File: config.mk
export PLATFORM = sky130hd
export DESIGN_NAME = fft_input_loader
export DESIGN_NICKNAME = d
export VERILOG_FILES = /design/src/rtl/fft_input_loader.sv
export SDC_FILE = /design/constraint.sdc
export NUM_CORES = 1
export LEC_CHECK = 0
export BUFFER_PORTS_ARGS = -buffer_cell sky130_fd_sc_hd__buf_2
export CORE_MARGIN = 2
export CORE_UTILIZATION = 48
export CTS_CLUSTER_DIAMETER = 40
export DETAILED_ROUTE_END_ITERATION = 16
export PLACE_DENSITY = 0.8
export SLEW_MARGIN = 25
export SYNTH_ARGS = -nofsm -noshare
export SYNTH_HDL_FRONTEND = slang
export SYNTH_SLANG_ARGS = --single-unit
export TNS_END_PERCENT = 10
File: constraint.sdc
create_clock -name clk -period 2.3 [get_ports clk]
set_input_delay 0.115 -clock clk [delete_from_list [all_inputs] [get_ports clk]]
set_output_delay 0.115 -clock clk [all_outputs]
set_load 0.02 [all_outputs]
File: src/rtl/fft_input_loader.sv
// Streams one 2^N_LOG2-point complex frame into FFT bank 0 in bit-reversed order,
// then launches the address generator and holds off input until the FFT core finishes.
module fft_input_loader #(
  parameter int N_LOG2 = 10,
  parameter int DATA_W = 16
) (
  input  logic                clk,
  input  logic                rst,
  input  logic [2*DATA_W-1:0] sample_i,
  input  logic                valid_i,
  output logic                ready_o,
  input  logic                fft_done_i,
  output logic                wr_en_o,
  output logic [N_LOG2-1:0]   wr_addr_o,
  output logic [2*DATA_W-1:0] wr_data_o,
  output logic                start_o,
  output logic                busy_o,
  output logic                overrun_o
);

  localparam logic [1:0] FILL   = 2'd0;
  localparam logic [1:0] LAUNCH = 2'd1;
  localparam logic [1:0] BUSY   = 2'd2;

  localparam logic [N_LOG2-1:0] CNT_LAST = '1;

  function automatic logic [N_LOG2-1:0] bit_rev(input logic [N_LOG2-1:0] v);
    logic [N_LOG2-1:0] r;
    r = '0;
    for (int k = 0; k < N_LOG2; k++) begin
      r[N_LOG2-1-k] = v[k];
    end
    return r;
  endfunction

  logic [1:0]          state_q, state_d;
  logic [N_LOG2-1:0]   cnt_q, cnt_d;
  logic                wr_en_q, wr_en_d;
  logic [N_LOG2-1:0]   wr_addr_q, wr_addr_d;
  logic [2*DATA_W-1:0] wr_data_q, wr_data_d;
  logic                start_q, start_d;
  logic                busy_q, busy_d;
  logic                overrun_q, overrun_d;
  logic                accept;

  // ready is gated by rst so nothing is taken while reset is held
  assign ready_o = (state_q == FILL) && !rst;
  assign accept  = valid_i && ready_o;

  always_comb begin
    state_d   = state_q;
    cnt_d     = cnt_q;
    wr_en_d   = accept;
    wr_addr_d = wr_addr_q;
    wr_data_d = wr_data_q;
    start_d   = (state_q == LAUNCH);
    busy_d    = (state_q == BUSY) && !fft_done_i;
    overrun_d = overrun_q || (valid_i && !ready_o);

    if (accept) begin
      wr_addr_d = bit_rev(cnt_q);
      wr_data_d = sample_i;
      cnt_d     = cnt_q + 1'b1;
    end

    // start_o is registered off LAUNCH so it lands one cycle after the last write
    case (state_q)
      FILL:    if (accept && (cnt_q == CNT_LAST)) state_d = LAUNCH;
      LAUNCH:  state_d = BUSY;
      BUSY:    if (fft_done_i) state_d = FILL;
      default: state_d = FILL;
    endcase
  end

  always_ff @(posedge clk or posedge rst) begin
    if (rst) begin
      state_q   <= FILL;
      cnt_q     <= '0;
      wr_en_q   <= 1'b0;
      wr_addr_q <= '0;
      wr_data_q <= '0;
      start_q   <= 1'b0;
      busy_q    <= 1'b0;
      overrun_q <= 1'b0;
    end else begin
      state_q   <= state_d;
      cnt_q     <= cnt_d;
      wr_en_q   <= wr_en_d;
      wr_addr_q <= wr_addr_d;
      wr_data_q <= wr_data_d;
      start_q   <= start_d;
      busy_q    <= busy_d;
      overrun_q <= overrun_d;
    end
  end

  assign wr_en_o   = wr_en_q;
  assign wr_addr_o = wr_addr_q;
  assign wr_data_o = wr_data_q;
  assign start_o   = start_q;
  assign busy_o    = busy_q;
  assign overrun_o = overrun_q;

endmodule

## Word-level counts from Yosys, hierarchy flattened

Index checks and enable logic that the tools add are counted.

| storage, ports and cells | value |
|---|---|
| register bits after elaboration | 58 |
| word-level logic and storage cells | 28 |

| operators by class | value |
|---|---|
| $add $sub $neg | 1 |
| eq/ne operators | 5 |
| mux-type cells | 3 |
| reductions and logical operators | 11 |

Operators with widths:

| operator | number |
|---|---|
| $add A10 B1 Y10 const B | 1 |
| $eq A10 B10 Y1 const B | 1 |
| $pmux W2 S3 | 1 |
| $logic_and A1 B1 Y1 | 5 |
| $mux W2 | 2 |
| $logic_not A1 Y1 | 3 |
| $eq A2 B1 Y1 const B | 1 |
| $eq A2 B2 Y1 const B | 1 |
| $logic_not A2 Y1 | 1 |
| $ne A2 B1 Y1 const B | 1 |
| $ne A2 B2 Y1 const B | 1 |
| $reduce_and A2 Y1 | 1 |
| $logic_or A1 B1 Y1 | 1 |

## Depth between registers and ports, before layout

Gate-level depths: netlist of the first run.

| logic depth | value |
|---|---|
| word-level depth | 6 |
| depth in mapped cells | 6 |
| depth with buffers taken out | 4 |

## Worst setup path before layout of the first run

OpenSTA, ideal clock, no wires.

| timing path | value |
|---|---|
| path kind | reg-to-reg |
| from | reg state_q[0] |
| to | reg wr_data_q[10] (netlist: wr_data_o[10]) |
| setup time | 0.117 ns |
| arrival | 1.500 ns |
| required time | 2.183 ns |
| path slack | 0.684 ns |
| stages on the path, launching flop included | 7 |
| clock period less this slack | 1.616 ns |
| cells stage by stage | dfrtp_1 > or4b_1 > buf_2 > clkbuf_1 > buf_2 > nand2_1 > nand2_1 |

| between the ends | value |
|---|---|
| longest elaborated chain between the ends | 3 |

RTL lines:

| item | RTL line | text |
|---|---|---|
| start: declaration | 36 | `logic [1:0] state_q, state_d;` |
| start signal: assignment | 86 | `state_q <= state_d;` |
| $logic_not A2 Y1 | 47 | `assign ready_o = (state_q == FILL) && !rst;` |
| $logic_and A1 B1 Y1 | 47 |  |
| $logic_and A1 B1 Y1 | 48 | `assign accept = valid_i && ready_o;` |
| end signal: assignment | 90 | `wr_data_q <= wr_data_d;` |
| end: declaration | 40 | `logic [2*DATA_W-1:0] wr_data_q, wr_data_d;` |

No other way between the ends.
A chain may end at the register's enable or synchronous reset.

## Final worst setup path of the first run

| timing path | value |
|---|---|
| from | reg state_q[0] |
| to | reg wr_data_q[16] (netlist: wr_data_o[16]) |

Same word-level chain as after synthesis.

==> results of run 1 <==
## cell type report
| type | instances | area share |
|---|---|---|
| flip-flops and latches | 58 | 0.455 |
| repair buffers | 121 | 0.251 |
| inverters | 5 | 0.00588 |
| well taps | 52 | 0.0204 |
| clock buffers | 14 | 0.0478 |
| multi-input cells | 159 | 0.221 |
## cell families after synthesis
family / after synthesis
fa+ha+maj: 1
xor+xnor: 9
simple gates: 146
compound gates: 3
buf+inv: 16
flops: 58
## cells in the final DEF, fill, tap and decap left out, drive strengths merged, types with 2 or more instances in the layout
| cell type | instances |
|---|---|
| clkbuf | 14 |
| nor4 | 5 |
| xnor2 | 5 |
| o21ai | 2 |
| xor2 | 4 |
| buf | 87 |
| nand2 | 127 |
| or3 | 2 |
| dfrtp | 58 |
| inv | 4 |
| dlygate4sd3 | 34 |
| or4b | 2 |
| nand3 | 4 |
## report_power, final
group	internal, mW	total (mW)	switching, mW
clock network	0.410	0.759	0.349
registers	1.20	1.33	0.125
logic	0.252	0.651	0.399
total	1.86	2.74	0.873
## metrics by stage
| step | setup slack [ns] | hold slack [ns] |
|---|---|---|
| finish | 0.340 | 0.0642 |
| detailed placement | 0.377 | 0.230 |
| global placement | 0.406 | 0.233 |
| CTS | 0.343 | 0.0510 |
| global route | 0.234 | 0.0765 |
| floorplan | 0.684 | 0.192 |
## per-layer routing
| layer | GRT usage | vias up | part of all wire |
|---|---|---|---|
| met5 | 0 | - | 0 |
| met4 | 0.119 | 0 | 0.012 |
| met3 | 0.0528 | 7 | 0.068 |
| met2 | 0.379 | 75 | 0.50 |
| met1 | 0.292 | 958 | 0.42 |
| li1 | - | 964 | - |
## path summary, 6_finish.rpt
check	from	to	slack, ns	cells after the start
max in group asynchronous	rst	state_q[0]$_DFFE_PP0P_	1.23	4
min	valid_i	overrun_o$_DFF_PP0_	0.06	2
max reg2reg	state_q[0]$_DFFE_PP0P_	wr_data_o[16]$_DFFE_PP0P_	0.34	5
max	state_q[0]$_DFFE_PP0P_	wr_data_o[16]$_DFFE_PP0P_	0.34	5
min reg2reg	overrun_o$_DFF_PP0_	overrun_o$_DFF_PP0_	0.46	1
min in group asynchronous	rst	state_q[1]$_DFFE_PP0P_	0.42	3
## what timing repair did
item | 4_1_cts | 5_1_grt
hold endpoints to repair | 60 | 0
gates resized for setup | 0 | 0
hold buffers | 34 | 0
## state kept, by name, indices dropped and copies added, names as in the netlist
| name | count |
|---|---|
| busy_o | 1 |
| wr_addr_o | 10 |
| cnt_q | 10 |
| wr_en_o | 1 |
| state_q | 2 |
| start_o | 1 |
| wr_data_o | 32 |
| overrun_o | 1 |
## worst max-delay path: cells and delay by family, from the launching register on
family,cells,cell delay [ns]
buffers and inverters,2,0.47
and+or+nand+nor,3,1.01
DFF,1,0.41
==> metrics.md, run 1 <==
| Metric | Value |
|---|---|
| Slew Limit Fails | `0` |
| Design Area, Final | `0.00319 mm2` |
| Storage cell area | `0.00145 mm2` |
| Initial antenna violation count | `0` |
| Top-level I/O count | `83` |
| EDFF count, synth | `0` |
| Die W | `72.1 um` |
| Adder-Cell Fraction of Synth Area | `0.00562` |
| Number of remaining DRC errors | `0` |
| Clock sink total | `58` |
| Multi-input logic area | `704 um2` |
| Mux share of post-synthesis cell area | `0` |
| Antenna diodes | `0` |
| Worst path most repeated cell | `nand2_1` |
| Area of the die | `0.00520 mm2` |
| Worst Path Arrival | `2.22 ns` |
| Largest cells by area after synthesis | `dfrtp_1 65%, nand2_1 21%, xnor2_1 2.0%` |
| Synthesized area per cell | `9.55 um2` |
| Max FO, Critical Path | `34` |
| Core region area | `0.00441 mm2` |
| Net Count, Synth | `270` |
| Synth Area in Compound Gates | `0.00787` |
| Final hold viol count | `0` |
| CP max-delay cell | `or4b_2` |
| Overall Global Routing Usage | `0.233` |
| Starting Density | `0.504` |
| Nets | `391` |
| WL/cell | `13.6 um` |
| Worst-Skew Late Latency | `0.32 ns` |
| Layout cell share with drive strength beyond 1 | `0.283` |
| Least-Margin Pin Slew | `0.596 ns` |
| IO buf count | `82` |
| Final WL | `5570 um` |
| Layout area overhead | `43.5%` |
| Yosys reg bits | `58` |
| DRT antenna net count | `0` |
| Fmax achieved | `0.510 GHz` |
| Total gr overflow | `0` |
| Cell area power density | `857 mW/mm2` |
| Initial DRC Count | `71` |
| Vias per std cell | `4.90` |
| TritonCTS Buffers | `9` |
| WP data required | `2.56 ns` |
| Largest net degree at the start of global routing | `35` |
| Clock tree buffer depth | `2` |
| Max-cap violation count | `0` |
| Critical-path cell list | `or4b_2, clkinv_1, buf_12, nand2_1, nand2_1` |
| Placed Instances | `361` |
| Die height | `72.1 um` |
| Util after Layout | `0.723` |
| Main combinational cell family by area after synthesis | `simple AND/OR/NAND/NOR gates` |
| Critical path class | `register to register` |
| Fillcell total | `341` |
| Count leader, synth | `nand2_1` |
| Max IR drop VDD | `0.434 mV` |
| Synth cell types | `22` |
| Post-synthesis xor/xnor area fraction | `0.0354` |
| Min-delay worst type | `input pin to register` |
| FP Rows | `24` |
| Ys async rst share | `1.00` |
| CP Capture Type | `register` |
| Number of global-route vias before repair | `2025` |
| P_leak | `1.79 nW` |
| TNS Setup | `0 ns` |
| Unrepaired setup endpoints after global routing | `false` |
| Synth cell count leaders | `127 x nand2_1, 58 x dfrtp_1, 8 x buf_2` |
| Total setup buffers inserted after CTS | `0` |
| Overall Power | `2.74 mW` |
| Status | `finished clean` |
| Final cell count without fillers | `409` |
| Post-detail-place hpwl | `3210 um` |
| Clock transition at path regs | `0.06 ns` |
| GPL Wtd Cong | `0.752` |
| Register area share after synthesis | `0.652` |
| CTS tree | `built` |
| Post-synth top area share | `0.652` |
| Clock skew | `0.00733 ns` |
| Placed cell area | `0.00270 mm2` |
| Startpoint types | `register` |
| H-tree levels | `3` |
| Via count | `2004` |
| Syn. warnings | `0` |
| Root Driver | `clkbuf_8` |
| Crit share post-route | `0.852` |
| Main synth FF type | `dfrtp_1` |
| Relative slew slack | `0.602` |
| First-pass GRT wire length | `9080 um` |
| Netlist Area Pre-Place | `0.00223 mm2` |
| DRT Pass-1 Iters | `4` |
| Final worst path period need | `1.96 ns` |
| Mapped Cells | `233` |
| Synth Area in Simple Gates | `0.268` |
| CP peak stage delay | `0.86 ns` |
| Yosys top cell by area | `dfrtp_1` |
| # setup viols final | `0` |
No activity file was read; power rests on OpenSTA's default activity.
==> inputs of run 2 (changes only) <==
--- a/config.mk
+++ b/config.mk
@@ -7,10 +7,11 @@
 export LEC_CHECK = 0
 export BUFFER_PORTS_ARGS = -buffer_cell sky130_fd_sc_hd__buf_2
 export CORE_MARGIN = 2
-export CORE_UTILIZATION = 48
+export CORE_UTILIZATION = 50
+export CTS_BUF_LIST = sky130_fd_sc_hd__clkbuf_4
 export CTS_CLUSTER_DIAMETER = 40
 export DETAILED_ROUTE_END_ITERATION = 16
-export PLACE_DENSITY = 0.8
+export PLACE_DENSITY = 0.83
 export SLEW_MARGIN = 25
 export SYNTH_ARGS = -nofsm -noshare
 export SYNTH_HDL_FRONTEND = slang
==> run 2 against run 1 <==
Against the previous run: die area shrank 3.8%; global-route usage down 1.5 points; non-clock buffer count is 2 higher; core utilization increased by 0.44 points; clock power is 25% lower; total power fell by 7.2%; highest routed layer unchanged.
==> metrics.md, run 2 (synthesized netlist as in run 1, its figures left out) <==
| Metric | Value |
|---|---|
| Status | `finished clean (unchanged)` |
| Via count | `1980 (was 2004)` |
| WL/cell | `12.1 um (was 13.6 um)` |
| Sw Pwr | `0.832 mW (was 0.873 mW)` |
| Total setup buffers inserted after CTS | `0 (unchanged)` |
| Layout cell share with drive strength beyond 1 | `0.292 (was 0.283)` |
| Fmax achieved | `0.558 GHz (was 0.510 GHz)` |
| Final worst path period need | `1.79 ns (was 1.96 ns)` |
| Clock skew | `0.0105 ns (was 0.00733 ns)` |
| Layout area overhead | `41.4% (was 43.5%)` |
| Critical path class | `register to register (unchanged)` |
| CP startpoint | `state_q[0]$_DFFE_PP0P_ (unchanged)` |
| GPL Wtd Cong | `0.845 (was 0.752)` |
| Max FO, Critical Path | `6 (was 34)` |
| Top-level I/O count | `83 (unchanged)` |
| Min-delay worst type | `input pin to async pin (was input pin to register)` |
| Clock share of power | `0.223 (was 0.278)` |
| Setup ws final | `0.506 ns (was 0.340 ns)` |
| Commonest non-fill, non-tap cells in the layout | `127 x nand2_1, 82 x buf_2, 58 x dfrtp_1 (unchanged)` |
| Reg power frac | `0.523 (was 0.485)` |
| Worst-Skew Late Latency | `0.37 ns (was 0.32 ns)` |
| Pre-CTS WS | `0.527 ns (was 0.377 ns)` |
| Vias per std cell | `4.82 (was 4.90)` |
| Overall Global Routing Usage | `0.218 (was 0.233)` |
| Crit path capture | `cnt_q[7]$_DFFE_PP0P_ (was wr_data_o[16]$_DFFE_PP0P_)` |
| Max IR drop VDD | `0.462 mV (was 0.434 mV)` |
| Overall Power | `2.54 mW (was 2.74 mW)` |
| TNS Setup | `0 ns (unchanged)` |
| Clock tree buffer depth | `2 (unchanged)` |
| H-tree levels | `3 (unchanged)` |
| Number of remaining DRC errors | `0 (unchanged)` |
| IO buf count | `82 (unchanged)` |
| CTS tree | `built (unchanged)` |
| Cell area power density | `807 mW/mm2 (was 857 mW/mm2)` |
| Clock transition at path regs | `0.08 ns (was 0.06 ns)` |
| Die W | `70.7 um (was 72.1 um)` |
| Nets | `393 (was 391)` |
| Sw Ratio | `0.327 (was 0.319)` |
| Critical R2R Capture | `cnt_q[7]$_DFFE_PP0P_ (was wr_data_o[16]$_DFFE_PP0P_)` |
| Post-detail-place hpwl | `3150 um (was 3210 um)` |
| Post_cts resized | `0 (unchanged)` |
| Internal Power | `1.71 mW (was 1.86 mW)` |
| Initial antenna violation count | `0 (unchanged)` |
| Startpoint types | `register (unchanged)` |
| P_leak | `1.78 nW (was 1.79 nW)` |
| Largest net degree at the start of global routing | `30 (was 35)` |
| DRT Pass-1 Iters | `4 (unchanged)` |
| Worst Path Arrival | `2.09 ns (was 2.22 ns)` |
| Clock sink total | `58 (unchanged)` |
| Total gr overflow | `0 (unchanged)` |
| Max-cap violation count | `0 (unchanged)` |
| Area of the die | `0.00500 mm2 (was 0.00520 mm2)` |
| CP Capture Type | `register (unchanged)` |
| Least-Margin Pin Slew | `0.567 ns (was 0.596 ns)` |
| Relative slew slack | `0.621 (was 0.602)` |
| Max reg flops | `32 (unchanged)` |
| RR Startpoint | `state_q[0]$_DFFE_PP0P_ (unchanged)` |
| Die height | `70.7 um (was 72.1 um)` |
| Root Driver | `clkbuf_4 (was clkbuf_8)` |
| FP Rows | `24 (unchanged)` |
| Core region area | `0.00432 mm2 (was 0.00441 mm2)` |
| WP data required | `2.60 ns (was 2.56 ns)` |
| Combinational Power Share | `0.254 (was 0.238)` |
| # setup viols final | `0 (unchanged)` |
| Crit share post-route | `0.780 (was 0.852)` |
| Final hold viol count | `0 (unchanged)` |
| Final WL | `4960 um (was 5570 um)` |
| Starting Density | `0.515 (was 0.504)` |
| Slew Limit Fails | `0 (unchanged)` |
| Unrepaired setup endpoints after global routing | `false (unchanged)` |
| Antenna diodes | `0 (unchanged)` |
| Initial DRC Count | `75 (was 71)` |
| DRT antenna net count | `0 (unchanged)` |
| R2R depth | `3 (was 5)` |
| First-pass GRT wire length | `8410 um (was 9080 um)` |
| Number of global-route vias before repair | `1958 (was 2025)` |
| Commonest non-fill, non-tap cell in the layout | `nand2_1 (unchanged)` |
| Slack of the worst reg-to-reg path | `0.51 ns (was 0.34 ns)` |
| TritonCTS Buffers | `9 (unchanged)` |
run 2: cell count changes in the layout (fill, tap and decap cells not counted), sizes merged:
| cell | delta |
|---|---|
| clkbuf | -1 |
| buf | +1 |
| clkinv | +1 |
| dlygate4sd3 | +1 |
run 2: through the flow:
step / utilization / cell area, um2 / cells / hold slack, ns
floorplan: - / 2230 / 233 / 0.192
global placement: 0.623 / 2700 / 362 / 0.228
detailed placement: 0.623 / 2700 / 362 / 0.231
CTS: 0.728 / 3150 / 411 / 0.343
global route: 0.728 / 3150 / 411 / 0.400
finish: 0.728 / 3150 / 411 / 0.355
run 2: layout make-up:
| cell class | count | area, um2 |
|---|---|---|
| inverters | 5 | 18.8 |
| clock inverters | 1 | 3.75 |
| repair buffers | 123 | 806 |
| flip-flops and latches | 58 | 1450 |
| well taps | 52 | 65.1 |
| clock buffers | 13 | 97.6 |
| multi-input cells | 159 | 704 |
| fillers | 322 | 1180 |
run 2: critical path: stages (launching register included):
cell and delay, ns:
dfrtp_1 0.42, or4b_2 0.76, nor4_1 0.36, xor2_1 0.18
run 2: what timing repair did:
| action | in CTS | in global routing |
|---|---|---|
| setup endpoints to repair | 0 | 0 |
| endpoints found under the hold margin | 61 | 0 |
| hold buffers | 35 | 0 |
run 2: power by group through the flow:
stage | registers, mW | clock network [mW] | logic, mW
2_1_floorplan | 1.48 | 0 | 0.236
3_3_place_gp | 1.34 | 0 | 0.588
3_5_place_dp | 1.34 | 0 | 0.606
4_1_cts | 1.33 | 0.595 | 0.650
5_1_grt | 1.35 | 0.636 | 0.718
6_report | 1.33 | 0.567 | 0.646
run 2: worst min-delay path by stage:
stage | startpoint | endpoint | slack [ns] | depth (start not counted)
floorplan | fft_done_i | busy_o$_DFF_PP0_ | 0.19 | 1
global placement | rst | overrun_o$_DFF_PP0_ | 0.23 | 2
detailed placement | rst | busy_o$_DFF_PP0_ | 0.23 | 2
CTS | rst | cnt_q[0]$_DFFE_PP0P_ | 0.34 | 3
global route | rst | state_q[0]$_DFFE_PP0P_ | 0.40 | 3
finish | rst | state_q[0]$_DFFE_PP0P_ | 0.35 | 3
run 2: layer usage:
layer | up-vias | track usage | share of wire
met1 | 931 | 0.249 | 0.42
met5 | - | 0 | 0
met3 | 7 | 0.0812 | 0.067
met4 | 0 | 0.0881 | 0.011
met2 | 69 | 0.373 | 0.51
li1 | 973 | - | -
